--- src/rtl/adder_result_queue.sv ---
// -----------------------------------------------------------------------------
// adder_result_queue
//
// This is the downstream stage of the pipelined prefix adder. A tag marks each
// operand pair that the upstream stage accepts. The tag travels through a
// LATENCY-deep shift register that runs in step with the adder. When a tag
// reaches the end of that register, the adder's {cout_in, sum_in} is written
// into a small FIFO. The consumer drains the FIFO through a valid/ready
// handshake.
//
// The adder pipe cannot stall, so upstream issue is gated by credit. The
// reserved counter counts in-flight tags plus stored entries. Issue is only
// allowed while that count is below DEPTH, so every in-flight result is
// guaranteed a free FIFO slot when it arrives.
//
// Optional feature macro: RESULT_FLAGS_EN
//   When defined, each FIFO entry also stores a zero flag and a negative flag,
//   both computed from sum_in at push time. These flags appear on res_zero and
//   res_neg. When the macro is undefined, those ports and that storage do not
//   exist.
//
// Parameters
//   WIDTH    sum width, must match the adder
//   LATENCY  cycles from issue accept to valid sum_in/cout_in (>=1)
//   DEPTH    FIFO entries (power of 2, >=2)
//
// Ports
//   clock        rising-edge clock
//   reset        asynchronous active-high reset, clears all state
//   flush        synchronous clear of in-flight tags and FIFO contents
//   issue_valid  upstream presents operands to the adder this cycle
//   issue_ready  credit available; issue fires on issue_valid && issue_ready
//   sum_in       adder sum output
//   cout_in      adder carry-out
//   res_valid    FIFO head valid
//   res_ready    consumer accepts the head
//   res_sum      head sum
//   res_carry    head carry
//   res_zero     head sum was zero        (RESULT_FLAGS_EN only)
//   res_neg      head sum MSB was set     (RESULT_FLAGS_EN only)
//   occupancy    number of entries stored in the FIFO
// -----------------------------------------------------------------------------
module adder_result_queue #(
    parameter int WIDTH   = 32,
    parameter int LATENCY = 2,
    parameter int DEPTH   = 4
) (
    input  logic                   clock,
    input  logic                   reset,
    input  logic                   flush,
    input  logic                   issue_valid,
    output logic                   issue_ready,
    input  logic [WIDTH-1:0]       sum_in,
    input  logic                   cout_in,
    output logic                   res_valid,
    input  logic                   res_ready,
    output logic [WIDTH-1:0]       res_sum,
    output logic                   res_carry,
`ifdef RESULT_FLAGS_EN
    output logic                   res_zero,
    output logic                   res_neg,
`endif
    output logic [$clog2(DEPTH):0] occupancy
);

    localparam int PW = $clog2(DEPTH);
    localparam int CW = PW + 1;
`ifdef RESULT_FLAGS_EN
    localparam int EW = WIDTH + 3;
`else
    localparam int EW = WIDTH + 1;
`endif

    localparam logic [PW-1:0] PTR_ONE = PW'(1);
    localparam logic [CW-1:0] CNT_ONE = CW'(1);
    localparam logic [CW-1:0] CNT_MAX = CW'(DEPTH);

    // Entry layout: {neg, zero, carry, sum} with flags, {carry, sum} without.
    function automatic logic [EW-1:0] pack_entry(input logic [WIDTH-1:0] sum,
                                                 input logic             carry);
`ifdef RESULT_FLAGS_EN
        return {sum[WIDTH-1], (sum == {WIDTH{1'b0}}), carry, sum};
`else
        return {carry, sum};
`endif
    endfunction

    logic [LATENCY-1:0] tag_q,      tag_d;
    logic [PW-1:0]      wr_ptr_q,   wr_ptr_d;
    logic [PW-1:0]      rd_ptr_q,   rd_ptr_d;
    logic [CW-1:0]      count_q,    count_d;
    logic [CW-1:0]      reserved_q, reserved_d;
    logic               wr_en_d;
    logic [EW-1:0]      wr_data_d;
    logic [EW-1:0]      mem_q [DEPTH];

    logic               issue_fire_s;
    logic               push_s;
    logic               pop_s;
    logic [EW-1:0]      head_s;

    // Handshake qualifiers and the head view of the FIFO.
    always_comb begin
        issue_ready  = !reset && !flush && (reserved_q < CNT_MAX);
        issue_fire_s = issue_valid && issue_ready;
        // The oldest tag reaching the end of the pipe means sum_in/cout_in are valid now.
        push_s       = tag_q[LATENCY-1];
        res_valid    = (count_q != {CW{1'b0}});
        pop_s        = res_valid && res_ready;
        head_s       = mem_q[rd_ptr_q];
        res_sum      = head_s[WIDTH-1:0];
        res_carry    = head_s[WIDTH];
`ifdef RESULT_FLAGS_EN
        res_zero     = head_s[WIDTH+1];
        res_neg      = head_s[WIDTH+2];
`endif
        occupancy    = count_q;
    end

    // Next-state logic for tag pipe, pointers, occupancy and credit.
    always_comb begin
        tag_d      = tag_q;
        wr_ptr_d   = wr_ptr_q;
        rd_ptr_d   = rd_ptr_q;
        count_d    = count_q;
        reserved_d = reserved_q;
        wr_en_d    = 1'b0;
        wr_data_d  = pack_entry(sum_in, cout_in);

        if (flush) begin
            // Flush discards everything, including any push, pop or issue in this cycle.
            tag_d      = {LATENCY{1'b0}};
            wr_ptr_d   = {PW{1'b0}};
            rd_ptr_d   = {PW{1'b0}};
            count_d    = {CW{1'b0}};
            reserved_d = {CW{1'b0}};
        end else begin
            tag_d[0] = issue_fire_s;
            for (int i = 1; i < LATENCY; i++) begin
                tag_d[i] = tag_q[i-1];
            end

            wr_en_d = push_s;
            if (push_s) begin
                wr_ptr_d = wr_ptr_q + PTR_ONE;
            end else begin
                wr_ptr_d = wr_ptr_q;
            end

            if (pop_s) begin
                rd_ptr_d = rd_ptr_q + PTR_ONE;
            end else begin
                rd_ptr_d = rd_ptr_q;
            end

            case ({push_s, pop_s})
                2'b10:   count_d = count_q + CNT_ONE;
                2'b01:   count_d = count_q - CNT_ONE;
                default: count_d = count_q;
            endcase

            // Credit is taken at issue and returned only when the consumer pops.
            case ({issue_fire_s, pop_s})
                2'b10:   reserved_d = reserved_q + CNT_ONE;
                2'b01:   reserved_d = reserved_q - CNT_ONE;
                default: reserved_d = reserved_q;
            endcase
        end
    end

    // Control state registers.
    always_ff @(posedge clock or posedge reset) begin
        if (reset) begin
            tag_q      <= {LATENCY{1'b0}};
            wr_ptr_q   <= {PW{1'b0}};
            rd_ptr_q   <= {PW{1'b0}};
            count_q    <= {CW{1'b0}};
            reserved_q <= {CW{1'b0}};
        end else begin
            tag_q      <= tag_d;
            wr_ptr_q   <= wr_ptr_d;
            rd_ptr_q   <= rd_ptr_d;
            count_q    <= count_d;
            reserved_q <= reserved_d;
        end
    end

    // FIFO storage; cleared on reset so the head reads as zero.
    always_ff @(posedge clock or posedge reset) begin
        if (reset) begin
            for (int i = 0; i < DEPTH; i++) begin
                mem_q[i] <= {EW{1'b0}};
            end
        end else if (wr_en_d) begin
            mem_q[wr_ptr_q] <= wr_data_d;
        end
    end

endmodule
--- config.mk ---
export PLATFORM = sky130hd
export DESIGN_NAME = adder_result_queue
export DESIGN_NICKNAME = d
export VERILOG_FILES = /design/src/rtl/adder_result_queue.sv
export SDC_FILE = /design/constraint.sdc
export NUM_CORES = 1
export LEC_CHECK = 0
export CORE_MARGIN = 10
export CORE_UTILIZATION = 55
export CTS_CLUSTER_SIZE = 20
export DETAILED_ROUTE_END_ITERATION = 8
export PLACE_DENSITY = 0.79
export SYNTH_ARGS = -nofsm -noshare
export SYNTH_HDL_FRONTEND = slang
export SYNTH_SLANG_ARGS = --single-unit
--- constraint.sdc ---
create_clock -name clock -period 13.36 [get_ports clock]
set_clock_uncertainty 0.2 [all_clocks]
set_input_delay 1.336 -clock clock [delete_from_list [all_inputs] [get_ports clock]]
set_output_delay 1.336 -clock clock [all_outputs]
set_load 0.05 [all_outputs]
==> results by group <==
Setup path
  – CP max FO: 14
  – Worst R2R Start: occupancy[0]$_DFFE_PP0P_
  – R2r endpoint: occupancy[2]$_DFFE_PP0P_
  – Critical path class: primary input to output port
  – Crit-path cells: clkdlybuf4s50_1 > nor3_1 > clkdlybuf4s50_1
  – Crit path launch type: primary input
  – CP arrival: between 3 and 4 ns
  – CP endpoint: issue_ready
  – WP data required: between 10 and 15 ns
  – Crit. path cell count: 3
  – Crit. Startpoint: flush
  – Delay-heaviest family, CP: buffers and inverters
  – Reg2Reg Setup Slack: between 10 and 15 ns
  – Crit path buf inv count: 2
  – Worst path max stage delay: ~0.84 ns
  – CP most frequent cell: clkdlybuf4s50_1
  – Crit-path slowest cell: clkdlybuf4s50_1
  – Worst setup EP type: output port
  – Cells on worst reg2reg path: 6

Logic synthesis
  – Async S/R FF share, synth: between 90% and 100%
  – Post-Synth Adder-Cell Area: about 1.4%
  – Synth Warn #: 0
  – Syn avg cell area: about 17 µm²
  – Sequential fraction of the synthesis area: 55.6%
  – Synthesized area: between 6000 and 7000 µm²
  – Post-synthesis register bit count: 144
  – Mapped Nets: roughly 430
  – Largest family of logic cells by synthesized area: multiplexers
  – Compound-Gate Fraction of Synth Area: less than 1%
  – Synth Area in Simple Gates: roughly 2.6%
  – Top FF cell, synth: dfrtp_1
  – Gate Count Post-Synth: roughly 380
  – Number of synthesized flops with an enable pin: 0
  – Mux contribution to synthesized area: 35.3%
  – Xor and xnor area share after synthesis: under 10%
  – Synth unique cells: 31

STA
  – Final period util: a little over a third
  – Achievable Freq: between 200 and 250 MHz
  – Headroom to the max-slew limit: a little under a third
  – Pins Over Slew Limit: 0
  – Worst-Margin Slew: between 1 and 1.5 ns
  – # setup viols final: 0
  – Final Hold Viols: 0
  – Setup TNS: 0 ns
  – Tmin final: ~4.7 ns
  – RSZ-0062 raised after global routing: no

CTS
  – Hold Buf Count CTS: 0
  – Post_cts resized: 0
  – Clk root buf: clkbuf_16
  – Clk Latency, worst-skew pair: 0.41 ns
  – H-tree levels: 4
  – CTS tree: built
  – Post-CTS setup buffer count: 0
  – Clock buffer depth: 2
  – TritonCTS Sinks: 144
  – Clock Pin Slew Worst Setup and Hold Paths: about 0.060 ns
  – Clock buffer count from CTS: 17

Global routing
  – Global-route wire length before repair: between 20000 and 25000 µm
  – Largest net degree at the start of global routing: 86
  – Overall Global Routing Usage: 16.4%
  – Vias in the first global route: a little over 4000
  – Aggregate global routing overflow: 0
  – Initial antenna violation count: 1

Floorplanning
  – Die Area: about 17000 µm²
  – Height of the chip: between 100 and 150 µm
  – Die width: 129 µm
  – FP Rows: 39
  – I/O Pins: 76
  – Core footprint: between 10000 and 15000 µm²
  – Starting density of the core: between 50 and 60%

Run
  – Max Cap Viol: 0

Final layout
  – Most frequent cells in the layout: dfrtp_1, mux2_2, clkdlybuf4s50_1
  – Share of cells above drive strength 1: a little over two fifths
  – Ant diodes: 0
  – Nets: roughly 500
  – # fillers: 768
  – Layout area overhead: 21.1%
  – Commonest non-fill, non-tap cell in the layout: dfrtp_1
  – Fin cells: ~610

Place
  – PortBufs: 75
  – Post-Place Cells: about 580
  – Placer congestion estimate: just under 0.7
  – Detail Placement HPWL: 7860 µm

Detailed routing
  – Starting DRT DRC Count: about 200
  – Antenna Violating Nets Remaining: 0
  – DRC: 0
  – Per-cell routed wire length: between 20 and 25 µm
  – Via count: roughly 3500
  – Pre-antenna DRT Iters: 4
  – DR vias/cell: approximately 5.7
  – WL final: between 10000 and 15000 µm

Power
  – Max IR drop VDD: around 0.13 mV
  – Pwr dens: about 160 nW/µm²
  – Leak Pwr: ~0.0037 µW

Status
  – Status: completed

Min path
  – Min-delay worst type: flip-flop to flip-flop
-- metrics by stage --
stage               util, %  cell area (µm²)  setup WS [ns]  hold WS (ns)  power, µW
global route           68.4             7850           8.53         0.306       1300
global placement       63.1             7240           8.67         0.250        776
finish                 68.4             7850           8.66         0.276       1260
CTS                    68.4             7850           8.66         0.289       1270
floorplan                 -             6480           7.96         0.239        690
detailed placement     63.1             7240           8.68         0.278        784
-- worst reg2reg max path, cell delays in order, from the launching register on --
cell     delay [ns]
dfrtp_1        0.47
o31ai_4        0.53
nor2_1         0.12
fa_1           0.39
nor3_1         0.23
o21ai_0        0.11
nor3b_1        0.15
-- area by class of cell --
class                   count  area (µm²)  share of cell area (%)
flip-flops and latches    144        3610                    46.0
multi-input cells         214        2670                    34.1
repair buffers             77         766                    9.76
clock buffers              21         470                    6.00
well taps                 143         179                    2.28
clock inverters            11         136                    1.74
inverters                   3        16.3                   0.207
-- per-layer routing --
metal	track usage (%)	wire length, µm	up-vias	share of wire [%]
li1	-	-	1556	-
met1	20.0	5510	1868	43
met2	26.9	6430	68	50
met3	6.08	731	13	5.7
met4	5.11	116	0	0.91
met5	0	0	-	0
-- registers in the layout, summed over array words and instances, names as in the netlist --
| signal | count |
|---|---|
| reserved_q | 3 |
| wr_ptr_q | 2 |
| mem_q | 132 |
| occupancy | 3 |
| tag_q | 2 |
| rd_ptr_q | 2 |
-- synthesized netlist by cell type (2+ instances only) --
library cell	number	area share, %
nand2_4	4	0.70
buf_2	5	0.39
nor2_1	10	0.58
mux2_1	2	0.35
mux4_2	33	11
mux2_4	8	1.9
dfrtp_1	144	56
xnor2_1	7	0.95
mux2_2	122	21
clkbuf_1	4	0.23
mux2i_1	3	0.46
fa_1	2	0.62
o21ai_0	3	0.23
nor3_1	3	0.23
buf_6	12	2.1
ha_1	4	0.77
and3_1	2	0.19
inv_1	3	0.17
-- cell families after synthesis --
| kind of cell | Yosys count |
|---|---|
| mux | 168 |
| compound gates | 7 |
| xor+xnor | 8 |
| fa+ha+maj | 6 |
| flops | 144 |
| simple gates | 25 |
| buf+inv | 26 |
-- how the worst min path moves through the flow --
stage	end	depth (start not counted)	start
3_5_place_dp	tag_q[1]$_DFF_PP0_	1	tag_q[0]$_DFF_PP0_
4_1_cts	tag_q[1]$_DFF_PP0_	1	tag_q[0]$_DFF_PP0_
5_1_grt	mem_q[63]$_DFFE_PP0P_	1	mem_q[63]$_DFFE_PP0P_
6_report	tag_q[1]$_DFF_PP0_	1	tag_q[0]$_DFF_PP0_
3_3_place_gp	tag_q[1]$_DFF_PP0_	1	tag_q[0]$_DFF_PP0_
2_1_floorplan	tag_q[1]$_DFF_PP0_	1	tag_q[0]$_DFF_PP0_
-- power by group --
part | internal, µW | leakage, µW | switching, µW
Combinational | 121 | 0.00146 | 161
Sequential | 470 | 0.00194 | 21.5
Clock | 307 | 0.000302 | 175
Note: power is estimated with default switching activity, not from simulation.
